<file path="config.mk">
export PLATFORM = sky130hd
export DESIGN_NAME = zld_dec
export DESIGN_NICKNAME = d
export VERILOG_FILES = /design/src/rtl/zld_dec.sv
export SDC_FILE = /design/constraint.sdc
export NUM_CORES = 1
export LEC_CHECK = 0
export BUFFER_PORTS_ARGS = -buffer_cell sky130_fd_sc_hd__buf_4
export CAP_MARGIN = 20
export CORE_ASPECT_RATIO = 1.4
export CORE_MARGIN = 4
export CORE_UTILIZATION = 40
export DETAILED_ROUTE_END_ITERATION = 6
export PLACE_DENSITY = 0.64
export SLEW_MARGIN = 30
export SYNTH_ARGS = -nofsm -noshare
export SYNTH_HDL_FRONTEND = slang
export SYNTH_SLANG_ARGS = --single-unit
</file>
<file path="constraint.sdc">
create_clock -name clock -period 5 [get_ports clock]
set_input_delay 0.5 -clock clock [delete_from_list [all_inputs] [get_ports clock]]
set_output_delay 0.5 -clock clock [all_outputs]
set_load 0.05 [all_outputs]
</file>
<file path="src/rtl/zld_dec.sv">
// zld_dec - zero run-length decoder.
//
// Expands a stream of literal words and zero-run tokens back into the
// original word stream. A word with bit W-1 set is a run token carrying a
// count c in bits CNTW-1:0 and expands to c+1 zero words. Any other word is a
// literal and passes through unchanged. Both sides use a valid/back-pressure
// handshake, and a transfer happens on a rising edge with valid=1 and
// back-pressure=0.
//
// Ports:
//   clock   in   1     clock
//   reset   in   1     asynchronous, active-low reset
//   i_v     in   1     input word valid
//   i_b     out  1     input back-pressure (1 = not accepting)
//   i_d     in   W     input word (literal or run token)
//   o_v     out  1     output word valid
//   o_b     in   1     output back-pressure from downstream (1 = stall)
//   o_d     out  W     output word
//   stateo  out  2     current FSM state (0 EMPTY, 1 LIT, 2 RUN)

module zld_dec #(
    parameter int W    = 16,
    parameter int CNTW = 4
) (
    input  logic           clock,
    input  logic           reset,
    input  logic           i_v,
    output logic           i_b,
    input  logic [W-1:0]   i_d,
    output logic           o_v,
    input  logic           o_b,
    output logic [W-1:0]   o_d,
    output logic [1:0]     stateo
);

    typedef enum logic [1:0] {
        EMPTY   = 2'd0,
        LIT     = 2'd1,
        RUN     = 2'd2,
        ILLEGAL = 2'd3
    } state_t;

    state_t            state, state_nx;
    logic [W-1:0]      data_q, data_nx;
    logic [CNTW-1:0]   rem_q, rem_nx;

    logic              out_fire;
    logic              drain;
    logic              accept;

    // o_v comes straight from the state register, so it drops the moment
    // reset clears the state, without waiting for a clock edge.
    assign o_v      = (state == LIT) || (state == RUN);
    assign out_fire = o_v && !o_b;

    // The word on the output is the last one this decoder owes downstream:
    // either a literal, or the final zero of a run.
    assign drain = out_fire && ((state == LIT) || ((state == RUN) && (rem_q == '0)));

    // o_b reaches i_b combinationally through drain so that a new word can be
    // taken in the same cycle the previous one leaves, giving 1 word/cycle.
    assign i_b    = !reset || !((state == EMPTY) || drain);
    assign accept = i_v && !i_b;

    assign o_d    = data_q;
    assign stateo = state;

    always_ff @(posedge clock or negedge reset) begin
        if (!reset) begin
            state  <= EMPTY;
            data_q <= '0;
            rem_q  <= '0;
        end else begin
            state  <= state_nx;
            data_q <= data_nx;
            rem_q  <= rem_nx;
        end
    end

    // Later assignments override earlier ones: a drain empties the slot, and
    // an accept in the same cycle refills it directly, so no bubble appears.
    always_comb begin
        state_nx = state;
        data_nx  = data_q;
        rem_nx   = rem_q;

        if (state == ILLEGAL) begin
            state_nx = EMPTY;
            data_nx  = '0;
            rem_nx   = '0;
        end else begin
            if (drain) begin
                state_nx = EMPTY;
                data_nx  = '0;
            end

            // A run with zeros still outstanding after this one stays in RUN.
            // The rem==0 case goes through drain, so rem never wraps.
            if ((state == RUN) && out_fire && (rem_q != '0)) begin
                rem_nx = rem_q - 1'b1;
            end

            if (accept) begin
                if (i_d[W-1]) begin
                    state_nx = RUN;
                    rem_nx   = i_d[CNTW-1:0];
                    data_nx  = '0;
                end else begin
                    state_nx = LIT;
                    data_nx  = i_d;
                end
            end
        end
    end

endmodule

</file>
-- Word level (Yosys, flattened, before mapping)
Cells that the tools add are included.
- bits in registers: 22
- logic and storage cells: 37
- multiplexer cells: 12
- add/sub/neg operators: 1
- equality and inequality tests: 3
- reductions and logical operators: 18
- operator list (operator ; count):
    $mux 16 ; 3
    $mux 4 ; 4
    $mux 15 ; 1
    $mux 2 ; 4
    $logic_and 1x1->1 ; 6
    $eq 2x2->1 const B ; 2
    $logic_not 1->1 ; 4
    $logic_not 4->1 ; 1
    $logic_or 1x1->1 ; 4
    $reduce_bool 4->1 ; 1
    $sub 4x1->4 const B ; 1
    $reduce_bool 3->1 ; 1
    $eq 2x1->1 const B ; 1
    $logic_not 2->1 ; 1

-- Depth between registers and ports, before layout
Gate-level depths: netlist of run 1.
- depth after elaboration: 11
- depth in mapped cells: 7
- depth with buffers taken out: 6

-- Worst setup path before layout of run 1
OpenSTA, ideal clock, no wires.
- path type: reg-to-output
- start point: reg state[0] (netlist: stateo[0])
- end point: out i_b
- path buffers: 0
- arrival time: 2.634 ns
- data required time: 4.500 ns
- slack: 1.866 ns
- cell stages (with the launch flop): 6
- cells stage by stage: dfrtp_1 inv_1 ha_1 nand2b_1 a21oi_1 o21ai_0
- longest elaborated chain between the ends: 7
- elaborated cells between the ends (all ways): 11
- ends and longest elaborated chain (element ; line ; RTL):
    start: declaration ; 43 ; state_t state, state_nx;
    start signal: assignment ; 74 ; state <= state_nx;
    $eq 2x1->1 / $eq 2x2->1 (equally long branches) ; 53 ; assign o_v = (state == LIT) || (state == RUN);
    $logic_or 1x1->1 * ; 53 ;
    net o_v ; 30 ; output logic o_v,
    $logic_and 1x1->1 * ; 54 ; assign out_fire = o_v && !o_b;
    $logic_and 1x1->1 * ; 58 ; assign drain = out_fire && ((state == LIT) || ((state == RUN) && (rem_q == '0)));
    $logic_or 1x1->1 * ; 62 ; assign i_b = !reset || !((state == EMPTY) || drain);
    $logic_not 1->1 * ; 62 ;
    $logic_or 1x1->1 * ; 62 ;
    end: declaration ; 28 ; output logic i_b,
The timed path passes the listed nets; every way through them passes the cells marked *.

-- Final worst setup path of run 1
- start point: reg state[0] (netlist: stateo[0])
- end point: out i_b
- longest elaborated chain between the ends: 7
- elaborated cells between the ends (all ways): 11
- ends and longest elaborated chain (element ; line):
    $eq 2x1->1 / $eq 2x2->1 (equally long branches) ; 53, 58
    $logic_or 1x1->1 / $logic_and 1x1->1 (equally long branches) ; 53, 58
    $logic_and 1x1->1 / $logic_or 1x1->1 (equally long branches) ; 54, 58
    $logic_and 1x1->1 ; 58
    $logic_or 1x1->1 * ; 62
    $logic_not 1->1 * ; 62
    $logic_or 1x1->1 * ; 62
Every way passes the cells marked *; elsewhere a longest branch is shown, timed or not.

==> metrics.csv, run 1 <==
stage;metric;value;unit
global_routing;GRT Residual Overflow;0;
setup_path;critical path launch point;stateo[0];
final_layout;Multi-input gate area;452;µm²
clock_tree;Root Buffer;clkbuf_4;
floorplanning;Core ar.;2420;µm²
global_routing;met1 Track Usage GR;16.4;%
timing;final hold vios;0;
timing;Fin Setup TNS;0;ps
timing;Slew @ Worst Pin;772;ps
logic_synthesis;Syn Inst Count;85;
floorplanning;Site Rows;21;
power;P_leak;0.669;nW
global_routing;GR peak layer;met2;
logic_synthesis;post-synth cell types;31;
global_routing;met2 usage;26.6;%
setup_path;critical-path maximum fanout;5;
setup_path;crit path to;i_b;
setup_path;Reg2Reg Depth;6;
clock_tree;clock tree buffer depth;2;
final_layout;register area;526;µm²
global_routing;largest net degree at the start of global routing;25;
logic_synthesis;prevailing post-synth register cell;dfrtp_1;
logic_synthesis;Syn Nets;110;
routing;Vias/cell;5.12;
logic_synthesis;Ys Warns;0;
floorplanning;Die X;50.7;µm
routing;Starting DRT DRC Count;2;
logic_synthesis;Seq/Total Area, Yosys;51.5;%
global_routing;initial antenna violation count;0;
timing;Layout Skew;4.06;ps
clock_tree;CTS tree;done;
routing;Remaining DRCs;0;
routing;DRT Wirelength;2360;µm
routing;routed via count;804;
clock_tree;hold_buf cts;0;
clock_tree;CTS Sinks;21;
clock_tree;setup bufs post-CTS;0;
final_layout;share of cells above drive strength 1;44.7;%
placed_design;Buffers on Ports;38;
clock_tree;htree depth;1;
timing;max-slew violation count;0;
routing;DR pass1 iterations;4;
setup_path;Critical Path Source Type;register;
logic_synthesis;dominant cell type by area after synthesis;dfrtp_1;
timing;min cycle time layout;2360;ps
final_layout;Area Overhead vs Synth;33.3;%
setup_path;worst reg2reg setup slack;2830;ps
power;PwrDens;761;nW/µm²
logic_synthesis;post-synthesis async set-or-reset flop share;100;%
setup_path;worst reg2reg path startpoint;stateo[0];
timing;setup violators final;0;
min_path;type of the worst min-delay path;in2async;
final_layout;Inserted Diodes;0;
logic_synthesis;synthesized area per cell;12.0;µm²
clock_tree;clock slew at reported path FFs;130;ps
setup_path;max incr delay on CP;450;ps
global_routing;first-pass GRT wire length;3810;µm
timing;Slew headroom;48.6;%
clock_tree;Post-CTS Resized;0;
setup_path;Critical Path Sink Type;primary output;
setup_path;critical path arrival;1860;ps
floorplanning;IO Pins;40;
power;Peak VDD IR;0.393;mV
timing;Max Fclk;0.424;GHz
placed_design;DP Wirelength;1830;µm
floorplanning;Die ar.;3430;µm²
routing;post-DR wirelength/cell;15.0;µm
floorplanning;Die H;67.7;µm
logic_synthesis;most common cell in the synthesized netlist;dfrtp_1;
global_routing;GR Util met3;3.75;%
placed_design;gpl congestion;0.721;
setup_path;terminus of the critical flop-to-flop path;o_d[12];
setup_path;Critical Path, Cell by Cell;inv_1 -> ha_1 -> nand4bb_1 -> a21oi_1 -> o21ai_0 -> buf_4;
global_routing;vias in the first global route;862;
job;Max Cap Violations;0;
final_layout;FILL cells;235;
global_routing;all-layer global routing usage;14.9;%
logic_synthesis;number of synthesized flops with an enable pin;0;
timing;RSZ-0062 raised after global routing;no;
floorplanning;initial core utilization;42.2;%
clock_tree;Skew-Pair Late Insertion Delay;300;ps
logic_synthesis;top post-synthesis cells by count;dfrtp_1, a22o_2, a22o_1, inv_1, ha_1;
routing;Post-DRT Antenna Nets;0;
final_layout;Nets;149;
clock_tree;CTS buffer count;3;
placed_design;Area after DPL;1330;µm²
status;status;finished, final reports clean;
final_layout;final instance area;1360;µm²
logic_synthesis;flops & latches, synth;21;
setup_path;Required @ worst endpoint;4500;ps
setup_path;Crit Path Class;reg2out;
logic_synthesis;Yosys top cell area share;51.5;%
setup_path;CP max-delay cell;dfrtp_1;
logic_synthesis;synthesized area;1020;µm²
timing;Final Cycle Share;47.2;%
logic_synthesis;ranking of synthesized cells by area;dfrtp_1, a22o_2, ha_1;
[cells in the final DEF, fill, tap and decap left out, drive strengths merged]
cell type / n
clkinv: 1
xnor2: 1
a22o: 15
a21o: 1
conb: 1
nor2: 3
nand2b: 2
dfrtp: 21
nand2: 1
inv: 7
nand4bb: 1
nand3b: 1
nor3: 5
a311oi: 2
o2bb2ai: 1
or3: 1
nor4: 1
clkbuf: 3
a221o: 1
ha: 5
mux2i: 1
nor3b: 2
or2: 1
buf: 38
a21oi: 2
a211oi: 3
o21ai: 2
[metrics by stage]
stage / worst slack (ps) / cells / total power (W) / hold WS, ps / util, %
3_5_place_dp: 2870 / 153 / 0.000960 / 416 / 55.1
6_report: 2640 / 157 / 0.00103 / 73.3 / 56.2
4_1_cts: 2630 / 157 / 0.00104 / 71.9 / 56.2
5_1_grt: 2500 / 157 / 0.00110 / 67.9 / 56.2
3_3_place_gp: 2770 / 153 / 0.000944 / 408 / 54.6
2_1_floorplan: 1870 / 85 / 0.000768 / 204 / -
[how the worst min path moves through the flow]
stage                     startpoint      end  cells after the start
final                          reset   o_d[9]                      1
after global routing           reset   o_d[2]                      1
after CTS                      reset   o_d[2]                      1
after detailed placement       reset  o_d[11]                      1
after global placement         reset  o_d[11]                      1
after floorplan                reset   o_d[0]                      0
[registers in the layout, summed over array words and instances (netlist names)]
signal / count
o_d: 15
rem_q: 4
stateo: 2
[worst max-delay path: cells and delay by family (launching register included)]
| kind | cells | cell delay (ps) |
|---|---|---|
| compound gates | 2 | 450 |
| flops | 1 | 450 |
| buf+inv | 2 | 310 |
| fa+ha+maj | 1 | 200 |
| simple gates | 1 | 150 |
[final cells by class]
| cell class | count | share of cell area, % |
|---|---|---|
| Clock inverter | 1 | 0.368 |
| Multi-Input combinational cell | 53 | 33.2 |
| Clock buffer | 3 | 1.66 |
| Inverter | 7 | 1.93 |
| Timing Repair Buffer | 38 | 21.0 |
| Sequential cell | 21 | 38.7 |
| Tap cell | 34 | 3.13 |
[power by group]
group	switching (W)	internal (W)
Combinational	0.000415	0.000223
Clock	0.0000542	0.0000298
Sequential	0.0000615	0.000250
[per-layer routing]
layer  up-vias  wire, µm
met5         -         0
met3         2       121
li1        390         -
met2        21      1270
met1       391       943
met4         0        21
[cell families (layout without fill, tap and decap cells)]
| group | Yosys count | after routing | synth area share [%] |
|---|---|---|---|
| XOR/XNOR | 1 | 1 | 0.859 |
| adder cells (fa/ha/maj) | 5 | 5 | 6.13 |
| AO/OA/AOI/OAI | 27 | 27 | 23.2 |
| buffers and inverters | 11 | 49 | 5.28 |
| AND/OR/NAND/NOR | 18 | 18 | 11.7 |
| other | 1 | 1 | 0.368 |
| flip-flops | 21 | 21 | 51.5 |
| multiplexers | 1 | 1 | 0.982 |
(Power assumes the default switching activity.)
==> inputs of run 2 (changes only) <==
--- a/config.mk
+++ b/config.mk
@@ -11,7 +11,7 @@
 export CORE_MARGIN = 4
 export CORE_UTILIZATION = 40
 export DETAILED_ROUTE_END_ITERATION = 6
-export PLACE_DENSITY = 0.64
+export PLACE_DENSITY = 0.66
 export SLEW_MARGIN = 30
 export SYNTH_ARGS = -nofsm -noshare
 export SYNTH_HDL_FRONTEND = slang
==> constraint.sdc (replaced) <==
create_clock -name clock -period 2.15 [get_ports clock]
set_input_delay 0.215 -clock clock [delete_from_list [all_inputs] [get_ports clock]]
set_output_delay 0.215 -clock clock [all_outputs]
set_load 0.05 [all_outputs]
==> run 2 against run 1 <==
Against the previous run:
- critical path depth is the same
- design area grew 4.3%
- combinational power grew 140%
- worst hold slack gained 51 ps
- clock power grew 120%
- critical endpoint unchanged
==> metrics.csv, run 2 (synthesis gave the netlist of run 1 again) <==
stage;metric;value;unit;change
timing;Max Fclk;0.501;GHz;
global_routing;first-pass GRT wire length;3730;µm;-2.0%
final_layout;most frequent cells in the layout;buf_4, dfrtp_1, a22o_2, inv_1, a22o_1;;
clock_tree;Root Buffer;clkbuf_4;;
global_routing;initial antenna violation count;0;;unchanged
global_routing;largest net degree at the start of global routing;22;;-12%
timing;min cycle time layout;2000;ps;
timing;Slew @ Worst Pin;752;ps;-20.0 ps
clock_tree;CTS Sinks;21;;unchanged
power;P_leak;0.692;nW;+3.4%
power;Peak VDD IR;0.804;mV;+100%
placed_design;Buffers on Ports;38;;unchanged
global_routing;GRT Residual Overflow;0;;unchanged
setup_path;CP Buf/Inv Count;2;;unchanged
setup_path;critical-path maximum fanout;5;;unchanged
setup_path;Crit path depth;6;;unchanged
routing;DR pass1 iterations;3;;-1
timing;Hold WS;124;ps;+50.6 ps
setup_path;max incr delay on CP;450;ps;about the same
setup_path;Critical Path, Cell by Cell;inv_1 -> ha_1 -> nand4bb_1 -> a21oi_2 -> o21ai_1 -> buf_4;;
floorplanning;Site Rows;21;;unchanged
floorplanning;Die ar.;3430;µm²;unchanged
job;Max Cap Violations;0;;unchanged
setup_path;delay-heaviest family, CP;flip-flops;;
power;Final Power;0.00246;W;+140%
clock_tree;clock slew at reported path FFs;120;ps;about the same
floorplanning;initial core utilization;42.2;%;unchanged
final_layout;commonest non-fill, non-tap cell in the layout;buf_4;;
min_path;type of the worst min-delay path;in2reg;;
placed_design;DP Wirelength;1830;µm;+0.13%
setup_path;worst reg2reg path startpoint;stateo[0];;
global_routing;all-layer global routing usage;14.3;%;-0.62 points
floorplanning;Core ar.;2420;µm²;unchanged
final_layout;max reg flops;15;;unchanged
timing;max-slew violation count;0;;unchanged
timing;setup violators final;0;;unchanged
timing;Final Cycle Share;92.9;%;
timing;RSZ-0062 raised after global routing;no;;
final_layout;Inserted Diodes;0;;unchanged
timing;Fin Setup TNS;0;ps;unchanged
clock_tree;clock tree buffer depth;2;;unchanged
setup_path;critical path arrival;1780;ps;-80 ps
timing;Layout Skew;6.09;ps;+2.03 ps
final_layout;share of cells above drive strength 1;49.2;%;+4.5 points
routing;post-DR wirelength/cell;14.0;µm;-6.4%
setup_path;terminus of the critical flop-to-flop path;rem_q[1];;
setup_path;critical path launch point;stateo[0];;
setup_path;Required @ worst endpoint;1930;ps;-2570 ps
routing;DRT Wirelength;2280;µm;-3.4%
clock_tree;CTS buffer count;3;;unchanged
timing;final hold vios;0;;unchanged
floorplanning;IO Pins;40;;unchanged
floorplanning;Die X;50.7;µm;unchanged
final_layout;Nets;154;;+3.4%
placed_design;gpl congestion;0.723;;+0.32%
final_layout;Area Overhead vs Synth;39.0;%;
setup_path;Crit Path Class;reg2out;;
setup_path;Critical Path Sink Type;primary output;;
routing;routed via count;813;;+1.1%
setup_path;crit path to;i_b;;
clock_tree;htree depth;1;;unchanged
power;PwrDens;1740;nW/µm²;+130%
routing;Post-DRT Antenna Nets;0;;unchanged
routing;Starting DRT DRC Count;15;;+13
routing;Remaining DRCs;0;;unchanged
clock_tree;CTS tree;done;;
timing;Slew headroom;49.9;%;+1.3 points
clock_tree;setup bufs post-CTS;0;;unchanged
status;status;finished, final reports clean;;
setup_path;CP max-delay cell;dfrtp_2;;
setup_path;worst reg2reg setup slack;200;ps;-2630 ps
setup_path;Critical Path Source Type;register;;
clock_tree;Skew-Pair Late Insertion Delay;300;ps;about the same
floorplanning;Die H;67.7;µm;unchanged
global_routing;vias in the first global route;843;;-2.2%
routing;Vias/cell;5.02;;-2.0%
setup_path;Reg2Reg Depth;6;;unchanged
-- run 2: cell types whose count changed in the layout (fill, tap and decap cells not counted) --
cell	delta
ha_4	+1
buf_4	+4
dfrtp_1	-2
dfrtp_2	+2
ha_1	-1
dlygate4sd3_1	+1
o21ai_1	+1
o21ai_0	-1
a21oi_2	+1
a21oi_1	-1
-- run 2: layout make-up --
class / count / area, µm²
sequential: 21 / 528
clock inverter: 1 / 5.00
multi-input combinational: 53 / 468
inverter: 7 / 26.3
fill: 219 / 1000
tap: 34 / 42.5
clock buffer: 3 / 22.5
timing repair buffer: 43 / 325
-- run 2: per-stage QoR --
stage | std cells | util (%) | cell area [µm²] | worst slack (ps)
finish | 162 | 58.6 | 1420 | 153
global route | 162 | 58.6 | 1420 | 46.0
CTS | 162 | 58.5 | 1410 | 41.6
detailed placement | 157 | 56.9 | 1380 | 165
global placement | 157 | 56.5 | 1370 | -21.6
floorplan | 85 | - | 1030 | 3.72
-- run 2: what timing repair did --
item,in CTS,in global routing
hold buffers,1,0
resized for setup,0,1
hold endpoints to repair,21,0
endpoints found under the setup margin,0,1
-- run 2: metal layers --
metal  share of wire (%)  GRT usage (%)  wire length, µm
met5                   0              0                0
met3                 5.3           2.87              120
met4                0.62           6.06               14
met2                  56           25.0             1270
met1                  38           17.0              871
-- run 2: worst min path at each step --
stage / startpoint / to / slack (ps) / depth (start not counted)
6_report: i_d[7] / o_d[7] / 120 / 2
5_1_grt: i_d[11] / o_d[11] / 110 / 2
4_1_cts: i_d[7] / o_d[7] / 120 / 2
3_5_place_dp: reset / o_d[8] / 270 / 2
3_3_place_gp: reset / o_d[10] / 250 / 2
2_1_floorplan: reset / o_d[0] / -80 / 0
-- run 2: report_power, final --
part | leakage, nW | internal [W] | switching (W)
Sequential | 0.274 | 0.000585 | 0.000142
Clock | 0.0177 | 0.0000692 | 0.000115
Combinational | 0.399 | 0.000565 | 0.000985
